<file path="config.mk">
export PLATFORM = sky130hd
export DESIGN_NAME = button_reader
export DESIGN_NICKNAME = d
export VERILOG_FILES = /design/src/rtl/button_reader_pkg.sv /design/src/rtl/button_reader_sync_2ff.sv /design/src/rtl/button_reader.sv
export SDC_FILE = /design/constraint.sdc
export NUM_CORES = 1
export LEC_CHECK = 0
export ABC_AREA = 1
export BUFFER_PORTS_ARGS = -buffer_cell sky130_fd_sc_hd__buf_4
export CORE_ASPECT_RATIO = 0.6
export CORE_MARGIN = 4
export CORE_UTILIZATION = 25
export CTS_BUF_LIST = sky130_fd_sc_hd__clkbuf_2 sky130_fd_sc_hd__clkbuf_4 sky130_fd_sc_hd__clkbuf_8
export CTS_CLUSTER_DIAMETER = 120
export CTS_CLUSTER_SIZE = 25
export DETAILED_ROUTE_END_ITERATION = 8
export MAX_ROUTING_LAYER = met4
export SLEW_MARGIN = 20
export SYNTH_ARGS = -nofsm -noshare
export SYNTH_HDL_FRONTEND = slang
export SYNTH_HIERARCHICAL = 1
export SYNTH_SLANG_ARGS = --single-unit
</file>
<file path="constraint.sdc">
create_clock -name CLK_IN -period 1.9 [get_ports CLK_IN]
set_input_delay 0.19 -clock CLK_IN [delete_from_list [all_inputs] [get_ports CLK_IN]]
set_output_delay 0.19 -clock CLK_IN [all_outputs]
set_load 0.1 [all_outputs]
</file>
<file path="src/rtl/button_reader_pkg.sv">
// rtl/button_reader_pkg.sv - shared FSM state encoding and debounce default
package button_reader_pkg;

  typedef enum logic [1:0] {
    ST_RELEASED      = 2'd0,
    ST_PRESS_CHECK   = 2'd1,
    ST_PRESSED       = 2'd2,
    ST_RELEASE_CHECK = 2'd3
  } btn_state_e;

  // 10 ms at a 12 MHz system clock
  localparam int DEBOUNCE_CYCLES_DEFAULT = 120000;

endpackage

</file>
<file path="src/rtl/button_reader_sync_2ff.sv">
// rtl/button_reader_sync_2ff.sv - two-flop synchronizer for an asynchronous level
module sync_2ff (
  input  logic clk,
  input  logic rst,
  input  logic d_in,
  output logic q_out
);

  logic s1_q, s1_d;
  logic s2_q, s2_d;

  always_comb begin
    s1_d = d_in;
    s2_d = s1_q;
  end

  always_ff @(posedge clk or posedge rst) begin
    if (rst) begin
      s1_q <= 1'b0;
      s2_q <= 1'b0;
    end else begin
      s1_q <= s1_d;
      s2_q <= s2_d;
    end
  end

  assign q_out = s2_q;

endmodule

</file>
<file path="src/rtl/button_reader.sv">
// rtl/button_reader.sv - debounced push-button reader with press/release strobes
// and a 4-bit press counter.
module button_reader
  import button_reader_pkg::*;
#(
  parameter int DEBOUNCE_CYCLES = DEBOUNCE_CYCLES_DEFAULT
) (
  input  logic       CLK_IN,
  input  logic       RST_IN,
  input  logic       BTN_IN,
  output logic       BTN_LEVEL,
  output logic       PRESS_PULSE,
  output logic       RELEASE_PULSE,
  output logic [3:0] PRESS_COUNT
);

  localparam int CNT_W = $clog2(DEBOUNCE_CYCLES + 1);
  localparam logic [CNT_W-1:0] CNT_ONE  = CNT_W'(1);
  localparam logic [CNT_W-1:0] CNT_LAST = CNT_W'(DEBOUNCE_CYCLES - 1);

  logic synced;

  sync_2ff u_sync (
    .clk   (CLK_IN),
    .rst   (RST_IN),
    .d_in  (BTN_IN),
    .q_out (synced)
  );

  btn_state_e       state_q, state_d;
  logic [CNT_W-1:0] cnt_q, cnt_d;
  logic             level_q, level_d;
  logic             press_q, press_d;
  logic             rel_q, rel_d;
  logic [3:0]       count_q, count_d;

  always_comb begin
    state_d = state_q;
    cnt_d   = cnt_q;
    press_d = 1'b0;
    rel_d   = 1'b0;
    count_d = count_q;
    case (state_q)
      ST_RELEASED: begin
        if (synced) begin
          state_d = ST_PRESS_CHECK;
          cnt_d   = CNT_ONE;
        end
      end
      ST_PRESS_CHECK: begin
        if (!synced) begin
          state_d = ST_RELEASED;
          cnt_d   = '0;
        end else if (cnt_q == CNT_LAST) begin
          state_d = ST_PRESSED;
          cnt_d   = '0;
          press_d = 1'b1;
          count_d = count_q + 4'd1;
        end else begin
          cnt_d = cnt_q + CNT_ONE;
        end
      end
      ST_PRESSED: begin
        if (!synced) begin
          state_d = ST_RELEASE_CHECK;
          cnt_d   = CNT_ONE;
        end
      end
      ST_RELEASE_CHECK: begin
        if (synced) begin
          state_d = ST_PRESSED;
          cnt_d   = '0;
        end else if (cnt_q == CNT_LAST) begin
          state_d = ST_RELEASED;
          cnt_d   = '0;
          rel_d   = 1'b1;
        end else begin
          cnt_d = cnt_q + CNT_ONE;
        end
      end
      default: begin
        state_d = ST_RELEASED;
        cnt_d   = '0;
      end
    endcase
    // Level tracks the confirmed state, so a release bounce keeps it high
    level_d = (state_d == ST_PRESSED) || (state_d == ST_RELEASE_CHECK);
  end

  always_ff @(posedge CLK_IN or posedge RST_IN) begin
    if (RST_IN) begin
      state_q <= ST_RELEASED;
      cnt_q   <= '0;
      level_q <= 1'b0;
      press_q <= 1'b0;
      rel_q   <= 1'b0;
      count_q <= 4'd0;
    end else begin
      state_q <= state_d;
      cnt_q   <= cnt_d;
      level_q <= level_d;
      press_q <= press_d;
      rel_q   <= rel_d;
      count_q <= count_d;
    end
  end

  assign BTN_LEVEL     = level_q;
  assign PRESS_PULSE   = press_q;
  assign RELEASE_PULSE = rel_q;
  assign PRESS_COUNT   = count_q;

endmodule

</file>
==> results.md, run 1 <==
* RSZ-0062 raised after global routing: no
* Xor and xnor fraction of the mapped netlist area at 0.04865
* Clk Latency, worst-skew pair at 0.28 ns
* Crit. End Element: flop
* Tcrit/Tclk final at 0.8338
* CTS Root Cell: clkbuf_8
* Post-CTS sizing at 0
* Vias after detailed routing at 1,280
* Detail-routed via count per cell at 4.339
* Core Util, Final at 0.3024
* Post-DP HPWL at 2509 um
* Maximum root-to-sink buffer count at 2
* Relative slew slack at 0.7299
* Pwr dens at 624.2 mW/mm^2
* Total power draw at 0.001169 W
* Die width at 111.9 um
* Net Count, Synth at 202
* Synth Area in Compound Gates at 0.03012
* Synth cell types at 28
* Synth Warn # at 6
* DP Area at 0.001782 sq mm
* Slew Limit Fails at 0
* Top fanout value on the critical path at 10
* Largest net degree at the start of global routing at 27
* Layout cells sized above 1 at 0.2417
* IO Count at 10
* Worst path required time at 2.08 ns
* Peak Freq at 631.2 MHz
* Design area at 0.001873 sq mm
* Drt total wl at 3262 um
* Critical Path Source Type: flop
* Total negative slack at 0 ns
* CTS sink cnt at 28
* Core ar. at 0.006193 sq mm
* Yosys reg bits at 28
* Synth Instances at 197
* Maximum VDD drop at 0.0002713 V
* Gr usage total at 0.09404
* Synthesized area per cell at 8.225 sq um
* Vias in the first global route at 1,160
* CP Class: reg -> reg
* CTS buffer count at 3
* Post-synth design cell area at 0.001620 sq mm
* Post-route ant nets at 0
* Final hold violation count at 0
* Global route overflow at 0
* Main combinational cell family by area after synthesis: simple AND/OR/NAND/NOR gates
* TritonCTS clock tree: yes
* Die height at 70.36 um
* Final Net Count at 217
* Starting Density at 0.2616
* Crit path time final at 1.584 ns
* Most frequent cells in the layout: 39 x nand2_1, 28 x dfrtp_1, 20 x inv_1
* Area growth, synth to finish at 15.60%
* First-pass GRT wire length at 5947 um
* Max-cap check violation count at 0
* TritonRoute pass-1 iters at 4
* CTS clk-pin slew, worst paths at 0.10 ns
* FF-to-FF setup slack at 0.32 ns
* Number of antenna diodes at 0
* Setup bufs post-CTS at 0
* Hold Path Class: in -> async
* Final clock skew at 0.004150 ns
* DRC viols at 0
* Mux cell area share after synthesis at 0
* Pleak at 0.8235 nW
* Sequential area share after synthesis at 0.4324
* Simple-gate share of the synthesized area at 0.3946
* Iteration-0 DRC Markers at 120
* FP Rows at 22
* Least-Margin Pin Slew at 0.4020 ns
* Commonest non-fill, non-tap cell in the layout: nand2_1
* Gp weighted congestion at 0.9356
* Setup violations, final at 0
* Post-CTS Hold Buffers at 1
* Port Buffers at 9
* Adder-cell share of the synthesized area at 0.01544
* Die area at 0.007875 sq mm
* Arrival time worst endpoint at 1.76 ns
* Initial antenna violation count at 0
* H-tree Lvls at 1
* Routed WL per cell at 11.06 um
* Status: finished, final reports clean
-- critical path: stages (launching register included) --
cell and delay (ns):
dfrtp_1 0.41, ha_1 0.23, nand3_2 0.15, nor2_2 0.21
nand3_2 0.10, nand2_2 0.11, nand2_4 0.09, inv_8 0.12
nor2_1 0.05
-- final cells by class --
cell class | instances | area (sq um)
fillers | 665 | 4320
multi-input cells | 140 | 792.0
flip-flops and latches | 28 | 700.7
inverters | 27 | 108.9
well taps | 84 | 105.1
repair buffers | 12 | 95.09
clock buffers | 3 | 41.29
clock inverters | 1 | 30.03
-- path summary, 6_finish.rpt --
path	startpoint	end	depth (start not counted)
hold reg to reg	u_sync/s1_q	u_sync/q_out	0
setup / recovery	cnt_q[0]	cnt_q[11]	8
min in group CLK_IN	u_sync/s1_q	u_sync/q_out	0
hold / removal	RST_IN	u_sync/q_out	3
setup reg to reg	cnt_q[0]	cnt_q[11]	8
max in group asynchronous	RST_IN	cnt_q[15]	4
-- kinds of logic (layout without fill, tap and decap cells) --
logic type | after synthesis | in the layout
and+or+nand+nor | 120 | 120
buffers and inverters | 29 | 43
DFF | 28 | 28
AOI/OAI and AO/OA | 9 | 9
xor gates and xnor gates | 9 | 9
adders and majority gates | 2 | 2
-- per-layer routing --
layer  wire length [um]  track usage  up-vias
met4                  0     0.008000        0
met5                  0            -        -
met3                311      0.02944        0
met1               1742       0.1516      582
met2               1208       0.1135       35
li1                   -            -      663
-- synth_stat cells (all sizes together) --
master | count | share of area
nor3 | 8 | 0.031
xor2 | 8 | 0.043
o21ai | 3 | 0.0093
nand2 | 46 | 0.12
inv | 27 | 0.067
nor2 | 34 | 0.11
xnor2 | 1 | 0.0054
o211ai | 1 | 0.0046
nand3b | 2 | 0.0093
buf | 2 | 0.012
nand3 | 20 | 0.079
nand4 | 10 | 0.042
dfrtp | 28 | 0.43
o22ai | 1 | 0.0039
ha | 2 | 0.015
a21oi | 4 | 0.012
-- per-stage QoR --
| stage | hold slack (ns) | std cells | setup WS, ns |
|---|---|---|---|
| 3_5_place_dp | 0.06269 | 289 | 0.3478 |
| 2_1_floorplan | -0.06882 | 197 | 0.2888 |
| 3_3_place_gp | 0.05980 | 289 | 0.3740 |
| 6_report | 0.3157 | 295 | 0.3158 |
| 5_1_grt | 0.3283 | 295 | 0.1815 |
| 4_1_cts | 0.002271 | 294 | 0.2987 |
-- where the power goes --
| group | internal [W] | total [W] | switching, W | leakage [nW] |
|---|---|---|---|---|
| Sequential | 0.000606 | 0.000617 | 0.0000104 | 0.381 |
| Clock | 0.000282 | 0.000476 | 0.000193 | 0.0357 |
| Combinational | 0.0000242 | 0.0000771 | 0.0000528 | 0.407 |
| Total | 0.000913 | 0.00117 | 0.000256 | 0.824 |
-- registers in the layout (all words and copies together) (netlist names) --
signal,cells
state_q,2
u_sync/s1_q,1
u_sync/q_out,1
BTN_LEVEL,1
PRESS_COUNT,4
RELEASE_PULSE,1
PRESS_PULSE,1
cnt_q,17
Note: power is estimated with default switching activity, not from simulation.
==> inputs of run 2 (changes only) <==
==> constraint.sdc (replaced) <==
create_clock -name CLK_IN -period 1.7 [get_ports CLK_IN]
set_input_delay 0.17 -clock CLK_IN [delete_from_list [all_inputs] [get_ports CLK_IN]]
set_output_delay 0.17 -clock CLK_IN [all_outputs]
set_load 0.1 [all_outputs]
==> run 2 against run 1 <==
Net effect: register-to-register slack got worse by 0.18 ns; die area unchanged; worst setup slack got worse by 0.18 ns; design area increased by 1.3%; largest power group unchanged.
==> results.md, run 2 (synthesis results as in run 1) <==
* Crit. End Element: flop
* IO Count at 10 (unchanged)
* RSZ-0062 raised after global routing: no
* Most frequent cells in the layout: 39 x nand2_1, 28 x dfrtp_1, 20 x inv_1
* Vias after detailed routing at 1,322 (+3.3%)
* First-pass GRT wire length at 6292 um (+5.8%)
* Initial antenna violation count at 0 (unchanged)
* CP max stage cell: dfrtp_1
* Core ar. at 0.006193 sq mm (unchanged)
* DRC viols at 0 (unchanged)
* Arrival time worst endpoint at 1.74 ns (-0.02 ns)
* Max-cap check violation count at 0 (unchanged)
* Worst-path cell chain: ha_2 > nand3_2 > nor2_2 > nand3_2 > nand2_2 > nand2_4 > inv_8 > nor2_1
* Vias in the first global route at 1,268 (+9.3%)
* Design area at 0.001898 sq mm (+1.3%)
* Final clock skew at 0.004634 ns (+0.0004839 ns)
* Final Net Count at 220 (+1.4%)
* Area growth, synth to finish at 17.14%
* CTS clk-pin slew, worst paths at 0.10 ns (about the same)
* CP peak stage delay at 0.41 ns (about the same)
* Pwr dens at 692.0 mW/mm^2 (+11%)
* Crit path time final at 1.565 ns (-0.01940 ns)
* Post-route ant nets at 0 (unchanged)
* Iteration-0 DRC Markers at 138 (+15%)
* Clk Latency, worst-skew pair at 0.28 ns (about the same)
* Largest net degree at the start of global routing at 27 (unchanged)
* Global route overflow at 0 (unchanged)
* Post-DP HPWL at 2653 um (+5.8%)
* CTS Root Cell: clkbuf_8
* TritonRoute pass-1 iters at 4 (unchanged)
* Die area at 0.007875 sq mm (unchanged)
* Pleak at 0.8380 nW (+1.8%)
* Final hold violation count at 0 (unchanged)
* Setup violations, final at 0 (unchanged)
* Total power draw at 0.001313 W (+12%)
* Die width at 111.9 um (unchanged)
* Critical Path Source Type: flop
* Drt total wl at 3466 um (+6.3%)
* Slew Limit Fails at 0 (unchanged)
* Worst path top cell family by delay: simple AND/OR/NAND/NOR gates
* Worst path required time at 1.88 ns (-0.20 ns)
* Buf+Inv Stages, Crit Path at 1 (unchanged)
* Least-Margin Pin Slew at 0.4487 ns (+0.04667 ns)
* Relative slew slack at 0.6986 (-0.03135)
* Commonest non-fill, non-tap cell in the layout: nand2_1
* FP Rows at 22 (unchanged)
* CTS buffer count at 3 (unchanged)
* Layout cells sized above 1 at 0.2570 (+0.01530)
* CP Class: reg -> reg
* Gp weighted congestion at 0.9859 (+5.4%)
* Gr usage total at 0.1008 (+0.006714)
* CP most frequent cell: nand3_2
* Maximum root-to-sink buffer count at 2 (unchanged)
* Maximum VDD drop at 0.0003410 V (+26%)
* Status: finished, final reports clean
* Peak Freq at 639.1 MHz (+1.2%)
* Reg with most FFs: cnt_q
* CTS sink cnt at 28 (unchanged)
* Final worst-path setup slack at 0.1352 ns (-0.1806 ns)
* Tcrit/Tclk final at 0.9205 (+0.08668)
* Max FFs per register at 17 (unchanged)
* Die height at 70.36 um (unchanged)
* DP Area at 0.001804 sq mm (+1.3%)
* H-tree Lvls at 1 (unchanged)
* Starting Density at 0.2616 (unchanged)
* Hold Path Class: in -> async
* Total negative slack at 0 ns (unchanged)
* Port Buffers at 9 (unchanged)
* Detail-routed via count per cell at 4.436 (+2.2%)
* Routed WL per cell at 11.63 um (+5.2%)
* Top fanout value on the critical path at 10 (unchanged)
* TritonCTS clock tree: yes
* Pre-CTS setup slack at 0.1679 ns (-0.1799 ns)
* Number of antenna diodes at 0 (unchanged)
[run 2: cell count changes in the layout (fill, tap and decap cells not counted), sizes merged]
| cell | change |
|---|---|
| buf | +3 |
[run 2: metal layers]
metal / GRT usage / share of wire / up-vias
met1: 0.1592 / 0.55 / 608
li1: - / - / 665
met5: - / 0 / -
met3: 0.03377 / 0.090 / 2
met4: 0.01467 / 0.0032 / 0
met2: 0.1208 / 0.35 / 47
[run 2: tightest hold or removal path, stage by stage]
cell and delay [ns]:
dlygate4sd3_1 0.53, buf_4 0.13, inv_1 0.07
[run 2: metrics by stage]
step	cells	utilization	hold slack, ns
after global routing	298	0.3065	0.2851
final	298	0.3065	0.2853
after CTS	298	0.3061	0.2784
after floorplan	197	-	-0.08882
after detailed placement	292	0.2913	0.04158
after global placement	292	0.2913	0.04002
[run 2: final timing paths]
| check | depth (start not counted) | to | slack, ns | start |
|---|---|---|---|---|
| hold / removal | 3 | u_sync/s1_q | 0.29 | RST_IN |
| setup reg to reg | 8 | cnt_q[11] | 0.14 | cnt_q[0] |
| setup / recovery | 8 | cnt_q[11] | 0.14 | cnt_q[0] |
| max in group asynchronous | 4 | cnt_q[2] | 0.94 | RST_IN |
| hold reg to reg | 0 | u_sync/q_out | 0.36 | u_sync/s1_q |
| min in group CLK_IN | 0 | u_sync/q_out | 0.36 | u_sync/s1_q |
[run 2: cell type report]
type / instances / area [sq um]
Fill cell: 659 / 4295
Multi-Input combinational cell: 140 / 794.5
Sequential cell: 28 / 700.7
Timing Repair Buffer: 15 / 117.6
Inverter: 27 / 108.9
Tap cell: 84 / 105.1
Clock buffer: 3 / 41.29
Clock inverter: 1 / 30.03
[run 2: what timing repair did]
item                                    4_1_cts  5_1_grt
endpoints found under the hold margin        29        0
endpoints found under the setup margin        0        1
resized for setup                             0        1
setup buffers                                 0        0
hold buffers                                  2        0
[run 2: power by group]
group	total, W	leakage [nW]	switching, W	internal (W)
Clock	0.000538	0.0357	0.000222	0.000316
Combinational	0.0000866	0.422	0.0000588	0.0000278
Sequential	0.000689	0.381	0.0000111	0.000677
==> inputs of run 3 (changes only) <==
--- a/config.mk
+++ b/config.mk
@@ -8,13 +8,11 @@
 export ABC_AREA = 1
 export BUFFER_PORTS_ARGS = -buffer_cell sky130_fd_sc_hd__buf_4
 export CORE_ASPECT_RATIO = 0.6
-export CORE_MARGIN = 4
 export CORE_UTILIZATION = 25
 export CTS_BUF_LIST = sky130_fd_sc_hd__clkbuf_2 sky130_fd_sc_hd__clkbuf_4 sky130_fd_sc_hd__clkbuf_8
 export CTS_CLUSTER_DIAMETER = 120
 export CTS_CLUSTER_SIZE = 25
 export DETAILED_ROUTE_END_ITERATION = 8
-export MAX_ROUTING_LAYER = met4
 export SLEW_MARGIN = 20
 export SYNTH_ARGS = -nofsm -noshare
 export SYNTH_HDL_FRONTEND = slang
==> run 3 against run 2 <==
Net effect: critical path depth unchanged; worst hold slack better by 0.0021 ns; first-iteration DRC count down 17%; largest cell class unchanged; highest routed layer unchanged.
==> results.md, run 3 (synthesis results as in run 1) <==
* Port Buffers at 9 (unchanged)
* Least-Margin Pin Slew at 0.3483 ns (-0.1004 ns)
* Final hold violation count at 0 (unchanged)
* Global route overflow at 0 (unchanged)
* Pleak at 0.8332 nW (-0.58%)
* TritonRoute pass-1 iters at 5 (+1)
* Most frequent cells in the layout: 39 x nand2_1, 28 x dfrtp_1, 20 x inv_1
* Initial antenna violation count at 0 (unchanged)
* Gr usage total at 0.1143 (+0.01351)
* Die height at 64.36 um (-8.5%)
* Area of the multi-input gates at 797.0 sq um (+0.31%)
* Maximum root-to-sink buffer count at 2 (unchanged)
* CTS buffer count at 3 (unchanged)
* Core ar. at 0.006193 sq mm (unchanged)
* Peak Freq at 643.6 MHz (+0.71%)
* Clk Latency, worst-skew pair at 0.28 ns (about the same)
* Layout cells sized above 1 at 0.2523 (-0.004673)
* Sw frac at 0.2419 (+0.01926)
* Pwr dens at 638.5 mW/mm^2 (-7.7%)
* Hold Path Class: in -> async
* Cell-internal power at 0.0009121 W (-11%)
* DRC viols at 0 (unchanged)
* Crit path time final at 1.554 ns (-0.01104 ns)
* Final Net Count at 220 (unchanged)
* Setup bufs post-CTS at 0 (unchanged)
* RSZ-0062 raised after global routing: no
* Vias after detailed routing at 1,285 (-2.8%)
* Vias in the first global route at 1,167 (-8.0%)
* Commonest non-fill, non-tap cell in the layout: nand2_1
* Register area at 700.7 sq um (unchanged)
* Tcrit/Tclk final at 0.9140 (-0.006495)
* FF-to-FF setup slack at 0.15 ns (about the same)
* Cells after DPL at 292 (unchanged)
* CP Class: reg -> reg
* Clk pwr share at 0.356 (-0.054)
* Slew Limit Fails at 0 (unchanged)
* Detail-routed via count per cell at 4.312 (-2.8%)
* Max-cap check violation count at 0 (unchanged)
* Max FFs per register at 17 (unchanged)
* CTS sink cnt at 28 (unchanged)
* Final clock skew at 0.004710 ns (+0.00007566 ns)
* Fin cells at 298 (unchanged)
* Relative slew slack at 0.7660 (+0.06745)
* Number of antenna diodes at 0 (unchanged)
* Core Util, Final at 0.3042 (-0.002223)
* Post-DP HPWL at 2554 um (-3.7%)
* Starting Density at 0.2616 (unchanged)
* Setup violations, final at 0 (unchanged)
* CTS Root Cell: clkbuf_8
* Largest net degree at the start of global routing at 27 (unchanged)
* Reg2Reg Capture Point: cnt_q[10]
* Area growth, synth to finish at 16.29%
* Sw Pwr at 0.0002910 W (-0.47%)
* Arrival time worst endpoint at 1.73 ns (about the same)
* Die width at 105.9 um (-5.4%)
* Die area at 0.006818 sq mm (-13%)
* Critical Path Source Type: flop
* TritonCTS clock tree: yes
* Maximum VDD drop at 0.0002539 V (-26%)
* Gp weighted congestion at 0.8825 (-10%)
* First-pass GRT wire length at 6003 um (-4.6%)
* Iteration-0 DRC Markers at 115 (-17%)
* FP Rows at 22 (unchanged)
* IO Count at 10 (unchanged)
* # fillers at 672 (+2.0%)
* Crit. End Element: flop
* CTS clk-pin slew, worst paths at 0.10 ns (about the same)
* Seq pwr share at 0.572 (+0.048)
* Comb power frac at 0.071 (+0.005)
* Reg with most FFs: cnt_q
* Total negative slack at 0 ns (unchanged)
* H-tree Lvls at 1 (unchanged)
* Drt total wl at 3354 um (-3.2%)
* Post-route ant nets at 0 (unchanged)
* RR Startpoint: cnt_q[0]
* Cell count of the worst reg-to-reg path at 8 (unchanged)
* Worst path required time at 1.88 ns (about the same)
* Status: finished, final reports clean
* Routed WL per cell at 11.26 um (-3.2%)
* Top fanout value on the critical path at 10 (unchanged)
## run 3: changes by cell type in the layout (fill, tap and decap cells not counted)
cell	before	now
nor2_4	3	4
clkbuf_8	3	4
nor2_2	13	12
ha_2	1	0
bufinv_16	1	0
ha_1	1	2
## run 3: worst max-delay path, stage by stage (launching register included)
cell,delay [ns]
dfrtp_1,0.41
ha_1,0.23
nand3_2,0.18
nor2_4,0.17
nand3_2,0.09
nand2_2,0.11
nand2_4,0.09
inv_8,0.12
nor2_1,0.06
## run 3: how the worst max path moves through the flow
stage | start | slack, ns | end
floorplan | PRESS_COUNT[0] | 0.09 | PRESS_COUNT[2]
global placement | cnt_q[0] | 0.21 | cnt_q[11]
detailed placement | cnt_q[0] | 0.14 | cnt_q[11]
CTS | cnt_q[0] | 0.11 | cnt_q[10]
global route | cnt_q[0] | 0.01 | cnt_q[10]
finish | cnt_q[0] | 0.15 | cnt_q[10]
## run 3: power by group through the flow
stage	registers [W]	logic [W]	clock network [W]
2_1_floorplan	0.000699	0.0000646	0
3_3_place_gp	0.000701	0.0000829	0
3_5_place_dp	0.000702	0.0000842	0
4_1_cts	0.000689	0.0000882	0.000439
5_1_grt	0.000691	0.0000994	0.000468
6_report	0.000689	0.0000857	0.000429
## run 3: cell type report
cell class / count / share of cell area
Tap cell: 84 / 0.05578
Sequential cell: 28 / 0.3718
Clock buffer: 4 / 0.02922
Timing Repair Buffer: 15 / 0.06242
Multi-Input combinational cell: 140 / 0.4230
Inverter: 27 / 0.05777
## run 3: what timing repair did
item / 4_1_cts / 5_1_grt
hold buffers: 2 / 0
resized for setup: 0 / 1
setup endpoints to repair: 0 / 2
endpoints found under the hold margin: 29 / 0
## run 3: per-stage QoR
step                      setup slack (ns)  power [W]  hold WS [ns]  cell area (sq um)
after floorplan                    0.08877  0.0007640      -0.08882               1620
after global placement              0.2143  0.0007844       0.03954               1804
after detailed placement            0.1364  0.0007862       0.04135               1804
after CTS                           0.1125   0.001216        0.2860               1879
after global routing               0.01137   0.001259        0.3011               1884
final                               0.1463   0.001203        0.2874               1884
## run 3: routing by layer
layer	routed length (um)	up-vias	part of all wire	global-route usage
li1	-	667	-	-
met1	1912	581	0.57	0.1876
met2	1187	35	0.35	0.1356
met3	230	2	0.069	0.03061
met4	25	0	0.0075	0.03125
met5	0	-	0	0
